==> src/rtl/qam_tx_sequencer.sv <==
// Sequencer for the 16-QAM raised-cosine transmit path: filter phase,
// symbol strobe, I/Q/IF controls, fill/run/flush FSM and bank switching.
module qam_tx_sequencer #(
  parameter int SPS      = 8,
  parameter int SPAN     = 16,
  parameter int PIPE_LAT = 3,
  parameter int BANK_W   = 1
) (
  input  logic                    reset,
  input  logic                    clock_5000,
  input  logic                    start,
  input  logic                    stop,
  input  logic                    bank_req,
  input  logic [BANK_W-1:0]       bank_id,
  output logic [$clog2(SPS)-1:0]  phase,
  output logic                    sym_stb,
  output logic                    iq_sel,
  output logic                    mix_neg,
  output logic                    data_en,
  output logic                    out_valid,
  output logic [BANK_W-1:0]       bank_sel,
  output logic                    bank_ack,
  output logic                    busy,
  output logic [1:0]              state
);
  localparam int PW = $clog2(SPS);
  localparam int CW = $clog2(SPAN+2);

  typedef enum logic [1:0] {IDLE = 2'd0, FILL = 2'd1, RUN = 2'd2, FLUSH = 2'd3} state_t;

  state_t          st, st_nxt;
  logic [CW-1:0]   sym_cnt, sym_cnt_nxt;
  logic            stop_pend, stop_pend_nxt;
  logic [PIPE_LAT:0] vld_pipe;
  logic            pend_flag;
  logic [BANK_W-1:0] bank_pend;
  logic            last_sym;
  logic            apply_pt;

  assign busy     = (st != IDLE);
  assign state    = st;
  assign sym_stb  = busy && (phase == PW'(SPS-1));
  assign iq_sel   = phase[0];
  assign mix_neg  = busy && !phase[1];
  assign data_en  = (st == FILL) || (st == RUN);
  assign last_sym = (sym_cnt == CW'(SPAN));
  assign out_valid = vld_pipe[PIPE_LAT];

  // Banks only change on a symbol boundary while active; in IDLE any edge will do.
  assign apply_pt = busy ? sym_stb : 1'b1;
  assign bank_ack = pend_flag && apply_pt;

  always_comb begin
    st_nxt        = st;
    sym_cnt_nxt   = sym_cnt;
    stop_pend_nxt = stop_pend;
    case (st)
      IDLE: if (start && !stop) st_nxt = FILL;
      FILL: begin
        if (stop) stop_pend_nxt = 1'b1;
        if (sym_stb) begin
          sym_cnt_nxt = sym_cnt + CW'(1);
          if (last_sym) begin
            sym_cnt_nxt   = '0;
            stop_pend_nxt = 1'b0;
            st_nxt        = (stop_pend || stop) ? FLUSH : RUN;
          end
        end
      end
      RUN: begin
        if (sym_stb && (stop_pend || stop)) begin
          st_nxt        = FLUSH;
          sym_cnt_nxt   = '0;
          stop_pend_nxt = 1'b0;
        end else if (stop) begin
          stop_pend_nxt = 1'b1;
        end
      end
      FLUSH: begin
        if (sym_stb) begin
          sym_cnt_nxt = sym_cnt + CW'(1);
          if (last_sym) begin
            sym_cnt_nxt = '0;
            st_nxt      = IDLE;
          end
        end
      end
      default: st_nxt = IDLE;
    endcase
  end

  always_ff @(posedge clock_5000 or negedge reset) begin
    if (!reset) begin
      st        <= IDLE;
      phase     <= '0;
      sym_cnt   <= '0;
      stop_pend <= 1'b0;
      vld_pipe  <= '0;
    end else begin
      st        <= st_nxt;
      phase     <= busy ? phase + PW'(1) : '0;
      sym_cnt   <= sym_cnt_nxt;
      stop_pend <= stop_pend_nxt;
      // bit 0 mirrors state==RUN; the top bit lags it by PIPE_LAT cycles
      vld_pipe  <= {vld_pipe[PIPE_LAT-1:0], st_nxt == RUN};
    end
  end

  always_ff @(posedge clock_5000 or negedge reset) begin
    if (!reset) begin
      bank_sel  <= '0;
      bank_pend <= '0;
      pend_flag <= 1'b0;
    end else begin
      if (bank_ack) bank_sel <= bank_pend;
      // a request coinciding with an apply point waits for the next one
      if (bank_req) begin
        bank_pend <= bank_id;
        pend_flag <= 1'b1;
      end else if (bank_ack) begin
        pend_flag <= 1'b0;
      end
    end
  end

endmodule

==> config.mk <==
export PLATFORM = sky130hd
export DESIGN_NAME = qam_tx_sequencer
export DESIGN_NICKNAME = d
export VERILOG_FILES = /design/src/rtl/qam_tx_sequencer.sv
export SDC_FILE = /design/constraint.sdc
export NUM_CORES = 1
export LEC_CHECK = 0
export ABC_AREA = 0
export BUFFER_PORTS_ARGS = -buffer_cell sky130_fd_sc_hd__buf_4
export CAP_MARGIN = 30
export CORE_ASPECT_RATIO = 0.9
export CORE_MARGIN = 1.5
export CORE_UTILIZATION = 43
export DETAILED_ROUTE_END_ITERATION = 16
export GPL_TIMING_DRIVEN = 0
export PLACE_DENSITY = 0.7
export SLEW_MARGIN = 25
export SYNTH_ARGS = -nofsm -noshare
export SYNTH_HDL_FRONTEND = slang
export SYNTH_SLANG_ARGS = --single-unit
export TNS_END_PERCENT = 5
==> constraint.sdc <==
create_clock -name clock_5000 -period 2.6 [get_ports clock_5000]
set_input_delay 0.26 -clock clock_5000 [delete_from_list [all_inputs] [get_ports clock_5000]]
set_output_delay 0.26 -clock clock_5000 [all_outputs]
set_load 0.005 [all_outputs]
* Word level (Yosys, flattened, before mapping)
Index checks and enable logic that the tools add are counted.
** Operators by class
- Muxes and demuxes :: 21
- Eq/ne operators :: 8
- Add/subtract/negate cells :: 2
- Reductions and logical operators :: 16
** Operator list (number)
- $mux 5 :: 3
- $mux 2 :: 6
- $pmux 5 s2 :: 1
- $mux 1 :: 8
- $pmux 2 s4 :: 1
- $reduce_bool 2->1 :: 4
- $eq 2x2->1 const B :: 3
- $add 5x1->5 const B :: 1
- $eq 5x5->1 const B :: 1
- $logic_and 1x1->1 :: 5
- $ne 2x1->1 const B :: 2
- $add 3x1->3 const B :: 1
- $eq 3x3->1 const B :: 1
- $mux 3 :: 1
- $reduce_and 3->1 :: 1
- $eq 2x1->1 const B :: 1
- $logic_not 1->1 :: 2
- $logic_not 2->1 :: 1
- $logic_or 1x1->1 :: 2
- $pmux 1 s2 :: 1
- $reduce_or 2->1 :: 1
** Word-level totals
- Bits of input ports :: 6
- Word-level logic and storage cells :: 55
- Bits in registers :: 18

* Depth between registers and ports, before layout
Gate-level depths: netlist (run 1).
- Depth in word-level cells :: 6
- Mapped depth :: 8

* Worst setup path after synthesis (run 1)
No wires, ideal clock.
- Path type :: reg2reg
- From :: register st[0] (netlist: state[0])
- To :: register sym_cnt[4]
- Stages on the path, launching flop included :: 9
- Arrival time :: 1854 ps
- Period minus slack after synthesis :: 1923 ps
- Path buffers :: 1
- Data required time :: 2531 ps
- Setup slack :: 677 ps
- Setup time :: 69 ps
- Path through :: dfrtp_1 > inv_1 > ha_1 > nor2b_4 > o211ai_2 > and2_4 > buf_6 > or4_1 > nand3_1
** On the way
- Word-level cells in the longest chain between the ends :: 5
- Elaborated cells on any way between the ends :: 12
- Classes of those cells :: eq/ne (5); mux (1); reduce/logical (6)
** RTL lines
- start, declared :: line 31 : state_t st, st_nxt;
- start signal, assigned :: line 100 : st <= st_nxt;
- $reduce_bool 2->1 * :: line 40 : assign busy = (st != IDLE);
- $logic_and 1x1->1 * :: line 42 : assign sym_stb = busy && (phase == PW'(SPS-1));
- named net sym_stb :: line 16 : output logic sym_stb,
- $logic_and 1x1->1 :: line 71 : if (sym_stb && (stop_pend || stop)) begin
- $ne 2x1->1 (no source line)
- $reduce_and 3->1 (no source line) *
- end signal, assigned :: line 102 : sym_cnt <= sym_cnt_nxt;
- end, declared :: line 32 : logic [CW-1:0] sym_cnt, sym_cnt_nxt;
The timed path passes the listed nets; every way through them passes the cells marked *.
A chain may end at the register's enable or synchronous reset.

* Worst setup path in the final report (run 1)
- From :: register st[0] (netlist: state[0])
- To :: register sym_cnt[4]
** On the way
- Word-level cells in the longest chain between the ends :: 5
- Elaborated cells on any way between the ends :: 12
- Classes of those cells :: eq/ne (5); mux (1); reduce/logical (6)
** RTL lines (line)
- $reduce_bool 2->1 :: 40
- $logic_and 1x1->1 :: 42
- $logic_and 1x1->1 :: 71
- $ne 2x1->1 (no source line)
- $reduce_and 3->1 (no source line)
Several ways; a longest one is shown, not always the timed one.

==> impl_metrics.json, run 1 <==
{
  "status": "completed",
  "ir_drop_v": 0.000803,
  "area_growth_pct": 23.1,
  "period_minus_slack_ns": 2.10,
  "grt_pass1_vias": 630,
  "start_kind": "flop",
  "place_congestion": 0.853,
  "p_leak_nw": 0.562,
  "dr.pass1.iters": 4,
  "placed_area_mm2": 0.00109,
  "r2r-start": "state[0]$_DFF_PN0_",
  "clk_latency_ns": 0.29,
  "dieHeight_um": 46.9,
  "vias": 671,
  "finalHoldViolCount": 0,
  "fin_skew_ns": 0.00119,
  "ioPinCount": 19,
  "die-area_mm2": 0.00243,
  "critPathArrivalTime_ns": 2.34,
  "cts_buffer_depth": 2,
  "crit_path_start": "state[0]$_DFF_PN0_",
  "synth_seq_cells": 18,
  "relSlewSlack_pct": 81.1,
  "cts.repair.resized": 0,
  "power.density_mw_per_mm2": 1100,
  "cts_setup_buffers": 0,
  "required_ns": 2.84,
  "initial_utilization_pct": 46.7,
  "syn_area_per_cell_um2": 10.7,
  "dpl.hpwl_um": 1220,
  "fp.coreArea_mm2": 0.00197,
  "drt.antenna.violating_nets": 0,
  "hold_depth": 2,
  "portBuffers": 18,
  "drcViolationCount": 0,
  "grt_first_pass_wirelength_um": 2700,
  "drive_above_1_share_pct": 27.5,
  "finalMaxSlewViolations": 0,
  "rsz0062_at_grt": "false",
  "worstPathMaxFanout": 8,
  "setup-tns-final_ns": 0,
  "yosysTopAreaCell": "dfrtp_1",
  "htreeDepth": 1,
  "syn_area_um2": 920,
  "numCtsBuffers": 3,
  "final_area_mm2": 0.00113,
  "drt-wirelength-per-cell_um": 12.0,
  "cts_tree": "built",
  "drv_cap": 0,
  "yosys_warnings": 0,
  "via_per_inst": 5.01,
  "seq_area_frac_synth_pct": 49.0,
  "grt.overflow.total": 0,
  "fmax_mhz": 475,
  "final_nets": 125,
  "setup_violations": 0,
  "worst-r2r-cell-count": 8,
  "synth.area.top_cells": "dfrtp_1, ha_1, o21ai_0",
  "clock-sinks": 18,
  "max_slew.worst_pin.slew_ns": 0.284,
  "hold_start": "bank_req",
  "cts_root_buffer": "clkbuf_4",
  "endpoint_kind": "flop",
  "diodes": 0,
  "die_w_um": 51.7,
  "synth.top_cell.area_share_pct": 49.0,
  "syn_nets": 101,
  "crit_chain": "inv_1, ha_1, nor2b_4, o211ai_2, and2_4, buf_6, or4_1, nand3_1",
  "path_clk_slew_ns": 0.10,
  "rows": 15,
  "max_stage_delay_ns": 0.45,
  "first_iter_violations": 3,
  "critPathKind": "reg2reg",
  "min_period_over_period_pct": 80.9,
  "wirelength_um": 1600,
  "syn_inst": 86,
  "antenna_found_initial": 0,
  "critPathSlowestCell": "dfrtp_1",
  "synth.distinct_cells": 29,
  "grt_use_total_pct": 15.8,
  "grt_max_degree": 19,
  "n_fill_cell": 183,
  "hold_path_class": "in2reg"
}
-- worst paths after layout --
path	slack [ns]	end
min reg2reg	0.36	vld_pipe[1]$_DFF_PN0_
max in group asynchronous	2.05	sym_cnt[0]$_DFFE_PN0P_
min	0.15	pend_flag$_DFFE_PN0P_
min in group asynchronous	0.36	bank_sel$_DFFE_PN0P_
max	0.50	sym_cnt[4]$_DFFE_PN0P_
max reg2reg	0.50	sym_cnt[4]$_DFFE_PN0P_
-- area by class of cell --
type | instances | area [um^2] | area share, %
flip-flops and latches | 18 | 450 | 39.8
multi-input cells | 59 | 424 | 37.5
repair buffers | 19 | 145 | 12.8
clock buffers | 4 | 36.3 | 3.20
well taps | 25 | 31.3 | 2.76
inverters | 7 | 26.3 | 2.32
plain buffers | 2 | 18.8 | 1.66
-- cell usage after synthesis, drive strengths merged --
master,number
o21ai,8
nand2b,2
o21a,1
nand3,4
a21oi,3
nand2,3
a22oi,1
and4bb,1
a31oi,1
inv,7
or2,1
nor2,8
and2,2
dfrtp,18
o211ai,1
a21boi,1
mux2,2
a21o,3
ha,9
or4,1
o22ai,1
nor2b,3
buf,2
o31ai,1
and2b,2
-- worst max-delay path: cells and delay by family, from the launching register on --
kind	cells	cell delay, ns
AND/OR/NAND/NOR	4	0.93
adder cells (fa/ha/maj)	1	0.31
buffers and inverters	2	0.23
AO/OA/AOI/OAI	1	0.12
flip-flops	1	0.45
-- per-stage QoR --
step	hold slack, ns	instances	setup slack (ns)	util, %	power [mW]
4_1_cts	0.136	134	0.485	57.5	1.27
3_5_place_dp	0.141	129	0.536	55.1	1.08
5_1_grt	0.139	134	0.350	57.5	1.37
3_3_place_gp	0.139	129	0.535	55.1	1.06
2_1_floorplan	-0.0356	86	0.677	-	0.835
6_report	0.147	134	0.497	57.5	1.25
-- sequential cells by signal (all words and copies together) (netlist names) --
signal     flops
sym_cnt        5
vld_pipe       4
phase          3
state          2
bank_pend      1
bank_sel       1
pend_flag      1
stop_pend      1
-- routing by layer --
layer / track usage, % / vias to the layer above / routed length, um
met5: 0 / - / 0
met4: 7.89 / 0 / 27
met3: 4.78 / 2 / 63
met2: 24.9 / 15 / 741
met1: 20.2 / 315 / 771
li1: - / 339 / -
-- kinds of logic (layout without fill, tap and decap cells) --
family,after synthesis,after routing,share of synthesized area (%)
flops,18,18,49.0
compound gates,21,21,14.4
buf+inv,9,32,4.90
mux,2,2,2.45
simple gates,27,27,17.0
fa+ha+maj,9,9,12.2
-- repair_timing --
item | in CTS | in global routing
endpoints found under the setup margin | 0 | 0
hold buffers | 1 | 0
hold endpoints to repair | 18 | 0
-- report_power, final --
part | switching [mW] | internal (mW) | total (mW) | leakage (nW)
logic | 0.289 | 0.333 | 0.622 | 0.317
registers | 0.0715 | 0.381 | 0.453 | 0.224
clock network | 0.0889 | 0.0854 | 0.174 | 0.0210
-- placed cells by master, fill, tap and decap left out --
| cell | n |
|---|---|
| buf_4 | 19 |
| dfrtp_1 | 18 |
| ha_1 | 9 |
| nor2_1 | 8 |
| inv_1 | 7 |
| o21ai_0 | 7 |
| nand3_1 | 4 |
| a21oi_1 | 3 |
| a21o_1 | 3 |
| nand2_1 | 3 |
| clkbuf_4 | 3 |
| and2b_1 | 2 |
| nor2b_1 | 2 |
| mux2_2 | 2 |
| nand2b_1 | 2 |
| nor2b_4 | 1 |
| and4bb_2 | 1 |
| o21ai_1 | 1 |
| a31oi_1 | 1 |
| o211ai_2 | 1 |
| o22ai_1 | 1 |
| a21boi_0 | 1 |
| a22oi_1 | 1 |
| o21a_1 | 1 |
| and2_4 | 1 |
| buf_6 | 1 |
| and2_1 | 1 |
| o31ai_1 | 1 |
| or2_1 | 1 |
| or4_1 | 1 |
| clkbuf_8 | 1 |
| dlygate4sd3_1 | 1 |
No activity file was read; power rests on OpenSTA's default activity.
==> run 2, diff against run 1 <==
--- a/config.mk
+++ b/config.mk
@@ -5,7 +5,7 @@
 export SDC_FILE = /design/constraint.sdc
 export NUM_CORES = 1
 export LEC_CHECK = 0
-export ABC_AREA = 0
+export ABC_AREA = 1
 export BUFFER_PORTS_ARGS = -buffer_cell sky130_fd_sc_hd__buf_4
 export CAP_MARGIN = 30
 export CORE_ASPECT_RATIO = 0.9
==> constraint.sdc (replaced) <==
create_clock -name clock_5000 -period 2 [get_ports clock_5000]
set_input_delay 0.2 -clock clock_5000 [delete_from_list [all_inputs] [get_ports clock_5000]]
set_output_delay 0.2 -clock clock_5000 [all_outputs]
set_load 0.005 [all_outputs]
==> run 2 against run 1 <==
Clock power increased by 31%. Synthesized cell count is 28% higher. Sequential power grew 27%. Count of clock-buffer cells in the layout did not move. Cell area grew 3.0%. Register-to-register slack worse by 0.09 ns. Final cell count up 18%. Largest power group unchanged.
==> impl_metrics.json, run 2 <==
{
  "status": "completed",
  "area_growth_pct": 23.1,
  "critPathKind": "reg2out",
  "synth-edff-count": 0,
  "largest_register": "sym_cnt",
  "path_delay_family": "flip-flops",
  "rsz0062_at_grt": "false",
  "seq_area_frac_synth_pct": 47.6,
  "die_w_um": 52.5,
  "place_congestion": 0.906,
  "worstPathMaxFanout": 6,
  "numCtsBuffers": 3,
  "portBuffers": 18,
  "yosys-mux-area-fraction_pct": 0,
  "synth.top_cell.area_share_pct": 47.6,
  "p_leak_nw": 0.635,
  "max_slew.worst_pin.slew_ns": 0.232,
  "yosys.area_share.simple_pct": 22.1,
  "drive_above_1_share_pct": 24.8,
  "clk_latency_ns": 0.30,
  "endpoint_kind": "primary output",
  "syn_inst": 110,
  "crit_chain": "inv_1, ha_2, inv_2, a21oi_2, buf_4",
  "antenna_found_initial": 0,
  "synthArstFlopShare_pct": 100,
  "via_per_inst": 4.68,
  "required_ns": 1.80,
  "drt.antenna.violating_nets": 0,
  "period_minus_slack_ns": 1.81,
  "finalHoldViolCount": 0,
  "grt_first_pass_wirelength_um": 2860,
  "synth_most_common_cell": "inv_1",
  "synthAdderAreaFrac_pct": 11.9,
  "final_nets": 149,
  "clock-sinks": 18,
  "fmax_mhz": 553,
  "start_kind": "flop",
  "reg.largest.list": "sym_cnt: 5 flops, vld_pipe: 4 flops, phase: 3 flops",
  "grt_use_total_pct": 16.5,
  "synth_xor_area_share_pct": 0,
  "dpl.hpwl_um": 1300,
  "power.density_mw_per_mm2": 1410,
  "ioPinCount": 19,
  "path_clk_slew_ns": 0.11,
  "final_cell_mix": "inv_1, nand2_1, buf_4",
  "vias": 740,
  "first_iter_violations": 7,
  "finalMaxSlewViolations": 0,
  "syn_area_per_cell_um2": 8.61,
  "grt_pass1_vias": 676,
  "netlist_top_cells_count": "inv_1, nand2_1, dfrtp_1",
  "max_stage_delay_ns": 0.44,
  "synth_top_family_by_area": "simple AND/OR/NAND/NOR gates",
  "cts_setup_buffers": 0,
  "cts_buffer_depth": 2,
  "setup-tns-final_ns": 0,
  "diodes": 0,
  "initial_utilization_pct": 47.6,
  "synth_seq_cells": 18,
  "fp.coreArea_mm2": 0.00199,
  "syn_nets": 125,
  "yosysTopAreaCell": "dfrtp_1",
  "dr.pass1.iters": 4,
  "relSlewSlack_pct": 84.5,
  "drcViolationCount": 0,
  "wirelength_um": 1680,
  "drt-wirelength-per-cell_um": 10.7,
  "drv_cap": 0,
  "critPathArrivalTime_ns": 1.61,
  "hold_path_class": "in2reg",
  "n_fill_cell": 187,
  "placed_area_mm2": 0.00111,
  "ir_drop_v": 0.000979,
  "rows": 15,
  "cts_tree": "built",
  "synth.distinct_cells": 18,
  "htreeDepth": 1,
  "setup_violations": 0,
  "hold_ws_ns": 0.109,
  "cp_num_buf_inv": 3,
  "synthFlopType": "dfrtp_1",
  "largest_reg_flops": 5,
  "cts_root_buffer": "clkbuf_4",
  "min_period_over_period_pct": 90.4,
  "syn_area_um2": 947,
  "placedCellCount": 153,
  "grt_max_degree": 19,
  "die-area_mm2": 0.00249,
  "fin_skew_ns": 0.00739,
  "critPathSlowestCell": "dfrtp_1",
  "yosys_warnings": 0,
  "synth-compound-area-share_pct": 8.59,
  "final_area_mm2": 0.00117,
  "final_cells": 158,
  "final_common_cell": "inv_1",
  "synth.area.top_cells": "dfrtp_1, ha_1, inv_1",
  "grt.overflow.total": 0,
  "dieHeight_um": 47.5
}
-- run 2: report_power, final --
group | switching [mW] | leakage, nW | internal (mW) | total, mW
Sequential | 0.0753 | 0.226 | 0.499 | 0.575
Combinational | 0.467 | 0.387 | 0.375 | 0.842
Clock | 0.117 | 0.0210 | 0.111 | 0.228
Total | 0.660 | 0.635 | 0.986 | 1.65
-- run 2: stage by stage --
step | power [mW] | util [%] | worst slack (ns)
2_1_floorplan | 1.09 | - | 0.525
3_3_place_gp | 1.40 | 56.0 | 0.373
3_5_place_dp | 1.42 | 56.0 | 0.351
4_1_cts | 1.66 | 58.4 | 0.0713
5_1_grt | 1.82 | 58.6 | 0.0768
6_report | 1.65 | 58.6 | 0.192
-- run 2: timing repair --
| item | in CTS | in global routing |
|---|---|---|
| hold buffers | 1 | 0 |
| endpoints found under the hold margin | 18 | 0 |
| setup endpoints to repair | 1 | 1 |
| resized for setup | 1 | 1 |
-- run 2: kinds of logic after synthesis --
kind of cell	after synthesis
and+or+nand+nor	44
DFF	18
AOI/OAI and AO/OA	15
buffers and inverters	24
adders and majority gates	9
-- run 2: path summary, 6_finish.rpt --
| kind | from | end | slack [ns] | cells after the start |
|---|---|---|---|---|
| setup reg to reg | state[1]$_DFF_PN0_ | vld_pipe[0]$_DFF_PN0_ | 0.41 | 9 |
| hold / removal | bank_req | bank_pend$_DFFE_PN0P_ | 0.11 | 2 |
| max in group asynchronous | reset | sym_cnt[2]$_DFFE_PN0P_ | 1.51 | 2 |
| hold reg to reg | vld_pipe[2]$_DFF_PN0_ | vld_pipe[3]$_DFF_PN0_ | 0.36 | 0 |
| setup / recovery | state[1]$_DFF_PN0_ | bank_ack | 0.19 | 5 |
| min in group asynchronous | reset | sym_cnt[1]$_DFFE_PN0P_ | 0.29 | 2 |
-- run 2: routing by layer --
metal | vias to the layer above | GRT usage (%) | wire, um
met5 | - | 0 | 0
met4 | 0 | 7.69 | 29
met3 | 4 | 7.19 | 99
met2 | 15 | 27.3 | 786
met1 | 335 | 18.8 | 768
li1 | 386 | - | -
-- run 2: area by class of cell --
type,instances,area [um^2],area share (%)
Inverter,23,86.3,7.40
Multi-Input combinational cell,68,409,35.1
Timing Repair Buffer,19,145,12.4
Clock buffer,4,36.3,3.11
Sequential cell,18,450,38.6
Tap cell,25,31.3,2.68
Buffer,1,7.51,0.644
